### src/rtl/phos_fec_pkg.sv
`default_nettype none
// +----------------------------------------------------------------------------+
// | phos_fec_pkg                                                               |
// | Shared constants, command codes and DAC word layout for the PHOS FEC core. |
// | Revision: 1.0                                                              |
// +----------------------------------------------------------------------------+
package phos_fec_pkg;

    localparam int N_DAC      = 4;
    localparam int CH_PER_DAC = 8;
    localparam int N_CH       = N_DAC * CH_PER_DAC;
    localparam int DAC_W      = $clog2(N_DAC);
    localparam int REPLY_LEN  = 65;

    localparam logic [7:0] HV_BASE        = 8'h60;
    localparam logic [7:0] HV_UPDATE_ADDR = 8'h1E;
    localparam logic [7:0] STATUS_ADDR    = 8'h1F;

    typedef enum logic [7:0] {
        CMD_SLOW     = 8'hE1,
        CMD_RDO      = 8'hE2,
        CMD_SCLKSYNC = 8'hE4,
        CMD_RST      = 8'hE8,
        CMD_STREQ    = 8'hE9,
        CMD_REJECT   = 8'hEA,
        CMD_ARDOEND  = 8'hEF
    } cmd_e;

    typedef enum logic [1:0] {
        RX_IDLE    = 2'd0,
        RX_HDR     = 2'd1,
        RX_PAYLOAD = 2'd2,
        RX_WAIT0   = 2'd3
    } rx_state_e;

    typedef enum logic [2:0] {
        SPI_IDLE       = 3'd0,
        SPI_WORD_START = 3'd1,
        SPI_SHIFT_LO   = 3'd2,
        SPI_SHIFT_HI   = 3'd3,
        SPI_GAP        = 3'd4,
        SPI_LDAC       = 3'd5
    } spi_state_e;

    function automatic logic [15:0] dac_word(input logic [2:0] ch, input logic [7:0] value);
        return {1'b0, ch, value, 4'h0};
    endfunction

endpackage

`default_nettype wire

### src/rtl/phos_fec_hv_dac_spi.sv
`default_nettype none
// +----------------------------------------------------------------------------+
// | phos_fec_hv_dac_spi                                                        |
// | Word-level SPI shifter for the HV DACs plus the LDAC load pulse.           |
// | Revision: 1.0                                                              |
// +----------------------------------------------------------------------------+
module phos_fec_hv_dac_spi
    import phos_fec_pkg::*;
(
    input  logic             clk,
    input  logic             rst_n,
    input  logic             i_word_start,
    input  logic [15:0]      i_word_data,
    input  logic [DAC_W-1:0] i_word_dac,
    input  logic             i_ldac_start,
    output logic             o_ready,
    output logic             o_ldac_done,
    output logic             o_sclk,
    output logic             o_din,
    output logic [N_DAC-1:0] o_sync_b,
    output logic             o_ldac_b
);

    spi_state_e       state_q, state_d;
    logic [3:0]       cnt_q, cnt_d;
    logic [15:0]      shreg_q, shreg_d;
    logic [DAC_W-1:0] dac_q, dac_d;
    logic             sclk_q, sclk_d;
    logic             din_q, din_d;
    logic [N_DAC-1:0] sync_b_q, sync_b_d;
    logic             ldac_b_q, ldac_b_d;
    logic             w_framing;

    // A new word or the LDAC pulse may launch on the last gap cycle, keeping words back to back.
    assign o_ready     = (state_q == SPI_IDLE) || ((state_q == SPI_GAP) && (cnt_q == 4'd0));
    assign o_ldac_done = (state_q == SPI_LDAC) && (cnt_q == 4'd0);

    always_comb begin
        state_d  = state_q;
        cnt_d    = cnt_q;
        shreg_d  = shreg_q;
        dac_d    = dac_q;
        case (state_q)
            SPI_IDLE: ;
            SPI_WORD_START: begin
                state_d = SPI_SHIFT_LO;
                cnt_d   = 4'd15;
            end
            SPI_SHIFT_LO: begin
                state_d = SPI_SHIFT_HI;
                shreg_d = {shreg_q[14:0], 1'b0};
            end
            SPI_SHIFT_HI: begin
                if (cnt_q == 4'd0) begin
                    state_d = SPI_GAP;
                    cnt_d   = 4'd1;
                end else begin
                    state_d = SPI_SHIFT_LO;
                    cnt_d   = cnt_q - 4'd1;
                end
            end
            SPI_GAP, SPI_LDAC: begin
                if (cnt_q != 4'd0) begin
                    cnt_d = cnt_q - 4'd1;
                end else begin
                    state_d = SPI_IDLE;
                end
            end
            default: state_d = SPI_IDLE;
        endcase

        if (o_ready) begin
            if (i_word_start) begin
                state_d = SPI_WORD_START;
                shreg_d = i_word_data;
                dac_d   = i_word_dac;
            end else if (i_ldac_start) begin
                state_d = SPI_LDAC;
                cnt_d   = 4'd1;
            end
        end

        // Pins are registered from the next state so they change glitch-free with the FSM.
        w_framing = (state_d == SPI_WORD_START) || (state_d == SPI_SHIFT_LO) ||
                    (state_d == SPI_SHIFT_HI);
        sclk_d    = (state_d != SPI_SHIFT_LO);
        din_d     = w_framing ? shreg_d[15] : 1'b0;
        sync_b_d  = '1;
        if (w_framing) begin
            sync_b_d[dac_d] = 1'b0;
        end
        ldac_b_d  = (state_d != SPI_LDAC);
    end

    always_ff @(posedge clk) begin
        if (!rst_n) begin
            state_q  <= SPI_IDLE;
            cnt_q    <= 4'd0;
            shreg_q  <= 16'h0;
            dac_q    <= '0;
            sclk_q   <= 1'b1;
            din_q    <= 1'b0;
            sync_b_q <= '1;
            ldac_b_q <= 1'b1;
        end else begin
            state_q  <= state_d;
            cnt_q    <= cnt_d;
            shreg_q  <= shreg_d;
            dac_q    <= dac_d;
            sclk_q   <= sclk_d;
            din_q    <= din_d;
            sync_b_q <= sync_b_d;
            ldac_b_q <= ldac_b_d;
        end
    end

    assign o_sclk   = sclk_q;
    assign o_din    = din_q;
    assign o_sync_b = sync_b_q;
    assign o_ldac_b = ldac_b_q;

endmodule

`default_nettype wire

### src/rtl/phos_fec_v1_top.sv
`default_nettype none
// +----------------------------------------------------------------------------+
// | phos_fec_v1_top                                                            |
// | DTC slow-control core: command receiver, HV register bank, read replies    |
// | and the HV DAC update sequencer.                                           |
// | Revision: 1.0                                                              |
// +----------------------------------------------------------------------------+
module phos_fec_v1_top
    import phos_fec_pkg::*;
(
    input  logic       dtc_clk,
    input  logic       rst_n,
    input  logic       dtc_trig,
    output logic       dtc_return,
    output logic       fast_cmd_valid,
    output logic [7:0] fast_cmd,
    output logic       hv_dac_sclk,
    output logic       hv_dac_din,
    output logic [3:0] hv_dac_sync_b,
    output logic       hv_dac_ldac_b,
    output logic       hv_busy
);

    rx_state_e   rx_state_q, rx_state_d;
    logic [6:0]  rx_cnt_q, rx_cnt_d;
    logic [6:0]  hdr_q, hdr_d;
    logic [31:0] addr_q, addr_d;
    logic [7:0]  data_q, data_d;
    logic        slow_valid_q, slow_valid_d;
    logic        fast_cmd_valid_q, fast_cmd_valid_d;
    logic [7:0]  fast_cmd_q, fast_cmd_d;
    logic [7:0]  hv_q [N_CH];
    logic [7:0]  hv_d [N_CH];
    logic [64:0] reply_sr_q, reply_sr_d;
    logic [6:0]  reply_cnt_q, reply_cnt_d;
    logic        busy_q, busy_d;
    logic [5:0]  word_idx_q, word_idx_d;

    logic [7:0]  w_header;
    logic        w_is_read, w_is_write, w_hv_sel, w_hv_write, w_update_req;
    logic [4:0]  w_ch;
    logic [31:0] w_rdata;
    logic        w_word_start, w_ldac_start, w_spi_ready, w_spi_ldac_done;
    logic [4:0]  w_launch_idx;
    logic [15:0] w_word;

    // Command receiver
    always_comb begin
        rx_state_d       = rx_state_q;
        rx_cnt_d         = rx_cnt_q;
        hdr_d            = hdr_q;
        addr_d           = addr_q;
        data_d           = data_q;
        slow_valid_d     = 1'b0;
        fast_cmd_valid_d = 1'b0;
        fast_cmd_d       = fast_cmd_q;
        w_header         = {hdr_q, dtc_trig};
        case (rx_state_q)
            RX_IDLE: begin
                if (dtc_trig) begin
                    hdr_d      = 7'd1;
                    rx_cnt_d   = 7'd1;
                    rx_state_d = RX_HDR;
                end
            end
            RX_HDR: begin
                hdr_d    = {hdr_q[5:0], dtc_trig};
                rx_cnt_d = rx_cnt_q + 7'd1;
                if (rx_cnt_q == 7'd7) begin
                    rx_cnt_d = 7'd0;
                    if (w_header == CMD_SLOW) begin
                        rx_state_d = RX_PAYLOAD;
                    end else begin
                        rx_state_d = RX_WAIT0;
                        if (w_header[7:4] == 4'hE) begin
                            fast_cmd_valid_d = 1'b1;
                            fast_cmd_d       = w_header;
                        end
                    end
                end
            end
            RX_PAYLOAD: begin
                rx_cnt_d = rx_cnt_q + 7'd1;
                // Only data[7:0] is ever stored, so the data field is kept in a byte shifter.
                if (rx_cnt_q < 7'd32) begin
                    addr_d = {addr_q[30:0], dtc_trig};
                end else begin
                    data_d = {data_q[6:0], dtc_trig};
                end
                if (rx_cnt_q == 7'd63) begin
                    slow_valid_d = 1'b1;
                    rx_state_d   = RX_WAIT0;
                end
            end
            RX_WAIT0: begin
                if (!dtc_trig) begin
                    rx_state_d = RX_IDLE;
                end
            end
            default: rx_state_d = RX_IDLE;
        endcase
    end

    // Slow command decode; HV_BASE is 32-aligned so the low address bits pick the channel.
    assign w_is_read    = slow_valid_q && addr_q[31];
    assign w_is_write   = slow_valid_q && !addr_q[31] && (addr_q[30:8] == 23'd0);
    assign w_hv_sel     = (addr_q[7:5] == HV_BASE[7:5]);
    assign w_ch         = addr_q[4:0];
    assign w_hv_write   = w_is_write && w_hv_sel;
    assign w_update_req = w_is_write && (addr_q[7:0] == HV_UPDATE_ADDR);

    always_comb begin
        w_rdata = 32'h0;
        if (w_hv_sel) begin
            w_rdata = {24'h0, hv_q[w_ch]};
        end else if (addr_q[7:0] == STATUS_ADDR) begin
            w_rdata = {31'h0, busy_q};
        end
    end

    always_comb begin
        hv_d = hv_q;
        if (fast_cmd_valid_q && (fast_cmd_q == CMD_RST)) begin
            for (int i = 0; i < N_CH; i++) begin
                hv_d[i] = 8'h0;
            end
        end else if (w_hv_write) begin
            hv_d[w_ch] = data_q;
        end
    end

    always_comb begin
        reply_sr_d  = {reply_sr_q[63:0], 1'b0};
        reply_cnt_d = (reply_cnt_q == 7'd0) ? 7'd0 : reply_cnt_q - 7'd1;
        if (w_is_read && (reply_cnt_q == 7'd0)) begin
            reply_sr_d  = {1'b1, addr_q, w_rdata};
            reply_cnt_d = 7'(REPLY_LEN);
        end
    end

    // Update sequencer: feeds the SPI shifter one word per slot, then requests LDAC.
    always_comb begin
        busy_d       = busy_q;
        word_idx_d   = word_idx_q;
        w_word_start = 1'b0;
        w_ldac_start = 1'b0;
        if (!busy_q) begin
            if (w_update_req) begin
                busy_d       = 1'b1;
                w_word_start = 1'b1;
                word_idx_d   = 6'd1;
            end
        end else if (w_spi_ldac_done) begin
            busy_d = 1'b0;
        end else if (w_spi_ready) begin
            if (word_idx_q == 6'(N_CH)) begin
                w_ldac_start = 1'b1;
            end else begin
                w_word_start = 1'b1;
                word_idx_d   = word_idx_q + 6'd1;
            end
        end
        w_launch_idx = busy_q ? word_idx_q[4:0] : 5'd0;
        w_word       = dac_word(w_launch_idx[2:0], hv_q[w_launch_idx]);
    end

    always_ff @(posedge dtc_clk) begin
        if (!rst_n) begin
            rx_state_q       <= RX_IDLE;
            rx_cnt_q         <= 7'd0;
            hdr_q            <= 7'd0;
            addr_q           <= 32'h0;
            data_q           <= 8'h0;
            slow_valid_q     <= 1'b0;
            fast_cmd_valid_q <= 1'b0;
            fast_cmd_q       <= 8'h0;
            for (int i = 0; i < N_CH; i++) begin
                hv_q[i] <= 8'h0;
            end
            reply_sr_q       <= 65'h0;
            reply_cnt_q      <= 7'd0;
            busy_q           <= 1'b0;
            word_idx_q       <= 6'd0;
        end else begin
            rx_state_q       <= rx_state_d;
            rx_cnt_q         <= rx_cnt_d;
            hdr_q            <= hdr_d;
            addr_q           <= addr_d;
            data_q           <= data_d;
            slow_valid_q     <= slow_valid_d;
            fast_cmd_valid_q <= fast_cmd_valid_d;
            fast_cmd_q       <= fast_cmd_d;
            hv_q             <= hv_d;
            reply_sr_q       <= reply_sr_d;
            reply_cnt_q      <= reply_cnt_d;
            busy_q           <= busy_d;
            word_idx_q       <= word_idx_d;
        end
    end

    phos_fec_hv_dac_spi u_spi (
        .clk          (dtc_clk),
        .rst_n        (rst_n),
        .i_word_start (w_word_start),
        .i_word_data  (w_word),
        .i_word_dac   (w_launch_idx[4:3]),
        .i_ldac_start (w_ldac_start),
        .o_ready      (w_spi_ready),
        .o_ldac_done  (w_spi_ldac_done),
        .o_sclk       (hv_dac_sclk),
        .o_din        (hv_dac_din),
        .o_sync_b     (hv_dac_sync_b),
        .o_ldac_b     (hv_dac_ldac_b)
    );

    assign dtc_return     = reply_sr_q[64];
    assign fast_cmd_valid = fast_cmd_valid_q;
    assign fast_cmd       = fast_cmd_q;
    assign hv_busy        = busy_q;

endmodule

`default_nettype wire

### config.mk
export PLATFORM = sky130hd
export DESIGN_NAME = phos_fec_v1_top
export DESIGN_NICKNAME = d
export VERILOG_FILES = /design/src/rtl/phos_fec_pkg.sv /design/src/rtl/phos_fec_hv_dac_spi.sv /design/src/rtl/phos_fec_v1_top.sv
export SDC_FILE = /design/constraint.sdc
export NUM_CORES = 1
export LEC_CHECK = 0
export CAP_MARGIN = 0
export CORE_MARGIN = 2
export CORE_UTILIZATION = 56
export CTS_BUF_LIST = sky130_fd_sc_hd__clkbuf_4 sky130_fd_sc_hd__clkbuf_8 sky130_fd_sc_hd__clkbuf_16
export CTS_CLUSTER_DIAMETER = 150
export DETAILED_ROUTE_END_ITERATION = 10
export HOLD_SLACK_MARGIN = 0.1
export PLACE_DENSITY = 0.75
export REMOVE_ABC_BUFFERS = 1
export SLEW_MARGIN = 20
export SYNTH_ARGS = -nofsm -noshare
export SYNTH_HDL_FRONTEND = slang
export SYNTH_SLANG_ARGS = --single-unit
### constraint.sdc
create_clock -name dtc_clk -period 2.3 [get_ports dtc_clk]
set_input_delay 0.23 -clock dtc_clk [delete_from_list [all_inputs] [get_ports dtc_clk]]
set_output_delay 0.23 -clock dtc_clk [all_outputs]
set_load 0.005 [all_outputs]
==> flow_metrics.env, run 1 <==
export IMPL_die_height_microns=196.0
export IMPL_setup_viol=78
export IMPL_worst_pin_slew_ns=0.6821
export IMPL_drive_gt1_frac=0.2071
export IMPL_ys_types=82
export IMPL_core_area_sq_um=36430
export IMPL_synth_flop_cell="dfxtp_1"
export IMPL_gr_total_overflow=0
export IMPL_hold_path_class="in2reg"
export IMPL_viasPerCell=6.423
export IMPL_portBuffers=20
export IMPL_p_leak_uw=0.008598
export IMPL_r2r_end="hv_q[65]$_SDFFE_PP0P_"
export IMPL_clk_insertion_delay_late_ns=0.62
export IMPL_layout_nets=2342
export IMPL_hold_viol_final=0
export IMPL_postPlaceCellArea_sq_um=22340
export IMPL_reg2reg_slack_ns=-0.1
export IMPL_synth_edf_count=0
export IMPL_fin_cells=2829
export IMPL_clkTransAtPathRegs_ns=0.06
export IMPL_syn2layout_area_growth_pct=18.92
export IMPL_grt_setup_unrepaired="yes"
export IMPL_grtUsageTotal=0.3283
export IMPL_setup_ws_ns=-0.09727
export IMPL_cts_sinks=433
export IMPL_die_width_microns=196.0
export IMPL_synthCells=2248
export IMPL_yosysTopAreaCell="dfxtp_1"
export IMPL_hold_buffers=0
export IMPL_finalCriticalPeriod_ns=2.397
export IMPL_initial_core_util=0.5665
export IMPL_grt_max_degree=130
export IMPL_max_vdd_ir_drop_mv=0.5727
export IMPL_antenna_found_initial=0
export IMPL_htree_levels=2
export IMPL_cts_tree="built"
export IMPL_grt_pass1_vias=17850
export IMPL_rows=70
export IMPL_reg2reg_depth=7
export IMPL_r2r_start="addr_q[29]$_SDFFE_PN0P_"
export IMPL_cp_max_fo=8
export IMPL_ant_nets=0
export IMPL_drt_iter0_drc=2355
export IMPL_cts_buffers=47
export IMPL_io_pins=21
export IMPL_clock_path_buffers=3
export IMPL_cts_root_buffer="clkbuf_16"
export IMPL_hold_end="u_spi.state_q[1]$_SDFF_PN0_"
export IMPL_drt_first_pass_iters=6
export IMPL_die_area_sq_um=38410
export IMPL_min_period_over_period=1.042
export IMPL_place_congestion=1.048
export IMPL_p_per_area_nw_per_um2=677.2
export IMPL_syn_cell_area_sq_um=20640
export IMPL_critPathLaunchType="register"
export IMPL_grt_pass1_wl_microns=99810
export IMPL_yosys_top_cells_area="dfxtp_1, mux2i_1, mux4_2"
export IMPL_synth_top_area_frac=0.4200
export IMPL_dp_cells=2730
export IMPL_path_class="reg2reg"
export IMPL_critical_path_arrival_ns=2.87
export IMPL_dp_hpwl_microns=41310
export IMPL_critPathCaptureType="register"
export IMPL_min_delay_start="rst_n"
export IMPL_route_vias_total=18170
export IMPL_avgRoutedWirePerCell_microns=22.40
export IMPL_cap_violations=0
export IMPL_ys_ff_latch=433
export IMPL_synth_seq_area_share=0.4200
export IMPL_slew_headroom=0.5428
export IMPL_drv_slew=0
export IMPL_place_ws_ns=-0.3056
export IMPL_violations="setup timing"
export IMPL_wirelength_microns=63360
export IMPL_cp_required_ns=2.77
export IMPL_finalClockSkew_ns=0.03525
export IMPL_avgSynthCellArea_sq_um=9.182
export IMPL_synthArstFlopShare=0
export IMPL_yosys_warnings=0
export IMPL_drc=0
export IMPL_stdcell_area_sq_um=24550
export IMPL_antennaDiodeCount=0
export IMPL_hold_depth=4
export IMPL_tns_ns=-3.274
export IMPL_max_freq_mhz=417.1
export IMPL_status="finished with violations"
per-layer routing:
metal	routed length (microns)	vias to the layer above	GRT usage	part of all wire
li1	-	8172	-	-
met1	24860	8752	0.4284	0.39
met2	29310	1020	0.5219	0.46
met3	6173	226	0.06412	0.097
met4	2939	2	0.1653	0.046
met5	70	-	0	0.0011
final cells by class:
type | count | area [sq um]
fillers | 2745 | 11890
repair buffers | 225 | 2133
flip-flops and latches | 433 | 8693
multi-input cells | 1606 | 11490
clock inverters | 8 | 132.6
inverters | 16 | 67.56
well taps | 468 | 585.6
clock buffers | 73 | 1446
layout by cell type, fill, tap and decap left out, types with 12 or more instances in the layout:
cell and count:
a21oi_1 207, a21oi_2 13, a221o_1 15, a221oi_1 16
a22oi_1 33, and2_1 17, and3_1 51, buf_12 29
buf_4 171, clkbuf_16 47, clkbuf_4 15, clkbuf_8 12
clkdlybuf4s50_1 20, dfxtp_1 421, mux2i_1 234, mux4_2 73
nand2_1 318, nand2_2 13, nand2b_1 12, nand3b_1 17
nand4_1 12, nor2_1 264, nor2_8 14, nor3_1 15
o21ai_0 58, o21ai_1 17, o221ai_1 16
where the power goes:
part	switching [uW]	internal, uW	leakage, uW
registers	84.0	7580	0.00350
clock network	3170	4460	0.000792
logic	798	524	0.00431
total	4060	12600	0.00860
registers in the layout, indices dropped and copies added, names as in the netlist, 2 cells and up:
signal          count
word_idx_q          6
hdr_q               7
rx_cnt_q            7
u_spi.state_q       3
addr_q             32
rx_state_q          2
data_q              8
reply_cnt_q         7
reply_sr_q         65
u_spi.cnt_q         4
fast_cmd            8
u_spi.dac_q         2
hv_q              256
u_spi.o_sync_b      4
u_spi.shreg_q      16
through the flow:
step / utilization / hold WS, ns / total power (uW)
3_3_place_gp: 0.6131 / 0.4173 / 9035
5_1_grt: 0.6737 / 0.4557 / 17090
6_report: 0.6737 / 0.4323 / 16620
2_1_floorplan: - / 0.3018 / 8636
4_1_cts: 0.6613 / 0.4278 / 16630
3_5_place_dp: 0.6131 / 0.4293 / 9087
logic make-up after synthesis:
logic type	count (synthesis)	share of synthesized area
AND/OR/NAND/NOR	807	0.1881
AO/OA/AOI/OAI	461	0.1406
flip-flops	433	0.4200
multiplexers	317	0.1986
buffers and inverters	209	0.04207
XOR/XNOR	11	0.004668
adder cells (fa/ha/maj)	10	0.006062
worst max-delay path: stages, from the launching register on:
cell and delay (ns):
dfxtp_2 0.35, nor4_4 0.35, nand3_2 0.16, or4_4 0.64, buf_16 0.20, nor2_8 0.23
mux2i_1 0.25, nor2_1 0.06
how the worst max path moves through the flow:
| stage | startpoint | end | slack (ns) |
|---|---|---|---|
| floorplan | fast_cmd[5]$_SDFFE_PN0P_ | hv_q[0]$_SDFFE_PP0P_ | -7.12 |
| global placement | word_idx_q[0]$_SDFFE_PN0P_ | u_spi.shreg_q[9]$_SDFF_PN0_ | -0.38 |
| detailed placement | word_idx_q[0]$_SDFFE_PN0P_ | u_spi.shreg_q[9]$_SDFF_PN0_ | -0.31 |
| CTS | addr_q[26]$_SDFFE_PN0P_ | hv_q[166]$_SDFFE_PP0P_ | -0.04 |
| global route | addr_q[29]$_SDFFE_PN0P_ | hv_q[102]$_SDFFE_PP0P_ | -0.18 |
| finish | addr_q[29]$_SDFFE_PN0P_ | hv_q[65]$_SDFFE_PP0P_ | -0.1 |
synth_stat cells, types with 4 or more instances:
| cell type | n |
|---|---|
| inv_1 | 11 |
| a22oi_1 | 35 |
| nor2_1 | 264 |
| nor2_4 | 9 |
| a2111oi_0 | 9 |
| nand3_1 | 13 |
| o2111ai_1 | 7 |
| inv_2 | 4 |
| a221o_1 | 15 |
| mux2_1 | 7 |
| nor4_1 | 5 |
| o21ai_0 | 58 |
| nand3b_1 | 17 |
| nor2b_1 | 7 |
| nand2b_1 | 12 |
| nand4_1 | 12 |
| o221ai_1 | 22 |
| o21ai_1 | 18 |
| or3_1 | 9 |
| dfxtp_1 | 433 |
| buf_2 | 26 |
| and3_1 | 51 |
| a221oi_1 | 17 |
| ha_1 | 10 |
| o221a_1 | 4 |
| a21oi_1 | 220 |
| nand2_2 | 6 |
| mux4_2 | 73 |
| and2_1 | 18 |
| clkbuf_1 | 148 |
| buf_1 | 14 |
| mux2i_1 | 234 |
| a311oi_1 | 11 |
| o211ai_1 | 9 |
| nand2_1 | 325 |
| nor3_1 | 17 |
| or2_1 | 4 |
| xor2_1 | 8 |
| a22o_1 | 6 |
| nor2_8 | 14 |
repair_timing:
action / in CTS / in global routing
setup buffers: 5 / 13
resized for setup: 23 / 73
pin swaps: 16 / 56
gates cloned: 1 / 0
endpoints found under the setup margin: 199 / 177
Note: power is estimated with default switching activity, not from simulation.
==> run 2: changes to the inputs <==
--- a/config.mk
+++ b/config.mk
@@ -12,7 +12,7 @@
 export CTS_CLUSTER_DIAMETER = 150
 export DETAILED_ROUTE_END_ITERATION = 10
 export HOLD_SLACK_MARGIN = 0.1
-export PLACE_DENSITY = 0.75
+export PLACE_DENSITY = 0.81
 export REMOVE_ABC_BUFFERS = 1
 export SLEW_MARGIN = 20
 export SYNTH_ARGS = -nofsm -noshare
==> flow_metrics.env, run 2 (synthesized netlist as in run 1, its figures left out) <==
export IMPL_status="finished with violations"
export IMPL_violations="setup timing"
export IMPL_hold_viol_final=0
export IMPL_min_delay_start="dtc_trig"
export IMPL_critical_path_arrival_ns=2.75
export IMPL_top_regs="hv_q: 256 flops, reply_sr_q: 65 flops, addr_q: 32 flops"
export IMPL_p_per_area_nw_per_um2=682.0
export IMPL_core_area_sq_um=36430
export IMPL_critPathCaptureType="register"
export IMPL_p_seq_frac=0.463
export IMPL_drt_first_pass_iters=6
export IMPL_critPathLaunchType="register"
export IMPL_cp_max_fo=16
export IMPL_viasPerCell=6.483
export IMPL_p_switching_uw=3964
export IMPL_die_height_microns=196.0
export IMPL_initial_core_util=0.5665
export IMPL_htree_levels=2
export IMPL_drive_gt1_frac=0.1932
export IMPL_setup_ws_ns=-0.007442
export IMPL_grt_pass1_vias=17920
export IMPL_r2r_start="word_idx_q[1]$_SDFFE_PN0P_"
export IMPL_min_period_over_period=1.003
export IMPL_stdcell_area_sq_um=24290
export IMPL_cts_tree="built"
export IMPL_drc=0
export IMPL_final_common_cell="dfxtp_1"
export IMPL_crit_path_top_delay_cell="a2111oi_1"
export IMPL_rows=70
export IMPL_cts_buffers=44
export IMPL_antenna_found_initial=0
export IMPL_die_area_sq_um=38410
export IMPL_largest_reg_flops=256
export IMPL_final_core_util=0.6666
export IMPL_cts_root_buffer="clkbuf_16"
export IMPL_syn2layout_area_growth_pct=17.66
export IMPL_slew_headroom=0.5335
export IMPL_crit_path_max_incr_delay_ns=0.50
export IMPL_grt_pass1_wl_microns=98280
export IMPL_grtUsageTotal=0.3240
export IMPL_hold_path_class="in2reg"
export IMPL_clock_path_buffers=3
export IMPL_die_width_microns=196.0
export IMPL_cts_sinks=433
export IMPL_wirelength_microns=63510
export IMPL_max_vdd_ir_drop_mv=0.5793
export IMPL_finalClockSkew_ns=0.02652
export IMPL_power_frac_comb=0.084
export IMPL_clkTransAtPathRegs_ns=0.06
export IMPL_portBuffers=20
export IMPL_setup_viol=4
export IMPL_worst_pin_slew_ns=0.6924
export IMPL_ant_nets=0
export IMPL_crit_path_start="word_idx_q[1]$_SDFFE_PN0P_"
export IMPL_route_vias_total=18340
export IMPL_p_leak_uw=0.008578
export IMPL_max_freq_mhz=433.4
export IMPL_dp_hpwl_microns=41520
export IMPL_clk_insertion_delay_late_ns=0.60
export IMPL_p_int_uw=12600
export IMPL_path_class="reg2reg"
export IMPL_clockPowerShare=0.454
export IMPL_gr_total_overflow=0
export IMPL_cap_violations=0
export IMPL_io_pins=21
export IMPL_antennaDiodeCount=0
export IMPL_cp_required_ns=2.74
export IMPL_layout_nets=2339
export IMPL_grt_max_degree=115
export IMPL_drv_slew=0
export IMPL_tns_ns=-0.01671
export IMPL_top_register="hv_q"
export IMPL_grt_setup_unrepaired="yes"
export IMPL_avgRoutedWirePerCell_microns=22.46
export IMPL_place_congestion=1.026
export IMPL_finalCriticalPeriod_ns=2.307
export IMPL_postPlaceCellArea_sq_um=22400
export IMPL_drt_iter0_drc=2254
export IMPL_crit_chain="buf_6, buf_4, mux2i_1, o2bb2ai_1, a2111oi_1, o2bb2ai_1, a21oi_2, a311oi_1"
export IMPL_swShare=0.2393
export IMPL_final_cell_mix="dfxtp_1, nand2_1, nor2_1"
export IMPL_hold_buffers=0
export IMPL_cp_common_cell="o2bb2ai_1"
==> run 2: cell count changes in the layout (fill, tap and decap cells not counted), moves of 6 or more <==
cell	change
nand2_1	+7
a21oi_2	-7
a21oi_1	+8
a311oi_1	+6
a311oi_2	-6
nand2_2	-7
==> run 2: final cells by class <==
cell class	count	area, sq um
Clock buffer	66	1323
Clock inverter	14	200.2
Fill cell	2625	12150
Inverter	16	63.81
Multi-Input combinational cell	1606	11300
Sequential cell	433	8687
Tap cell	468	585.6
Timing Repair Buffer	225	2123
==> run 2: path summary, 6_finish.rpt <==
path | end | slack [ns] | depth (start not counted)
max | u_spi.shreg_q[11]$_SDFF_PN0_ | -0.007 | 8
min | addr_q[0]$_SDFFE_PN0P_ | 0.42 | 4
max reg2reg | u_spi.shreg_q[11]$_SDFF_PN0_ | -0.007 | 8
min reg2reg | reply_sr_q[47]$_SDFF_PN0_ | 0.44 | 2
==> run 2: routing by layer <==
metal | GRT usage | wire length [microns]
met1 | 0.4125 | 24280
met2 | 0.5132 | 28720
met3 | 0.08149 | 7146
met4 | 0.1636 | 3356
met5 | 0 | 0
==> run 2: what timing repair did <==
action | CTS | global route
resized for setup | 8 | 44
setup buffers | 8 | 8
setup endpoints to repair | 222 | 215
gates cloned | 1 | 1
pin swaps | 10 | 32
==> run 2: power groups by stage <==
stage	Sequential [uW]	Clock [uW]	Combinational [uW]
after floorplan	7890	0	742
after global placement	7820	0	1250
after detailed placement	7830	0	1300
after CTS	7660	7560	1330
after global routing	7670	7890	1510
final	7660	7510	1390
==> run 2: critical path: cells and delay by family, from the launching register on <==
family | cells | cell delay (ns)
muxes | 1 | 0.22
DFF | 1 | 0.43
buffers and inverters | 2 | 0.48
AOI/OAI and AO/OA | 5 | 1.02
==> run 2: through the flow <==
step           setup slack, ns  cells  hold WS, ns  total power (uW)
2_1_floorplan           -7.120   2055       0.3018              8636
3_3_place_gp          -0.03917   2730       0.4184              9073
3_5_place_dp           -0.1702   2730       0.4294              9130
4_1_cts               0.006216   2819       0.3892             16550
5_1_grt               -0.06743   2828       0.4130             17070
6_report             -0.007442   2828       0.4160             16560
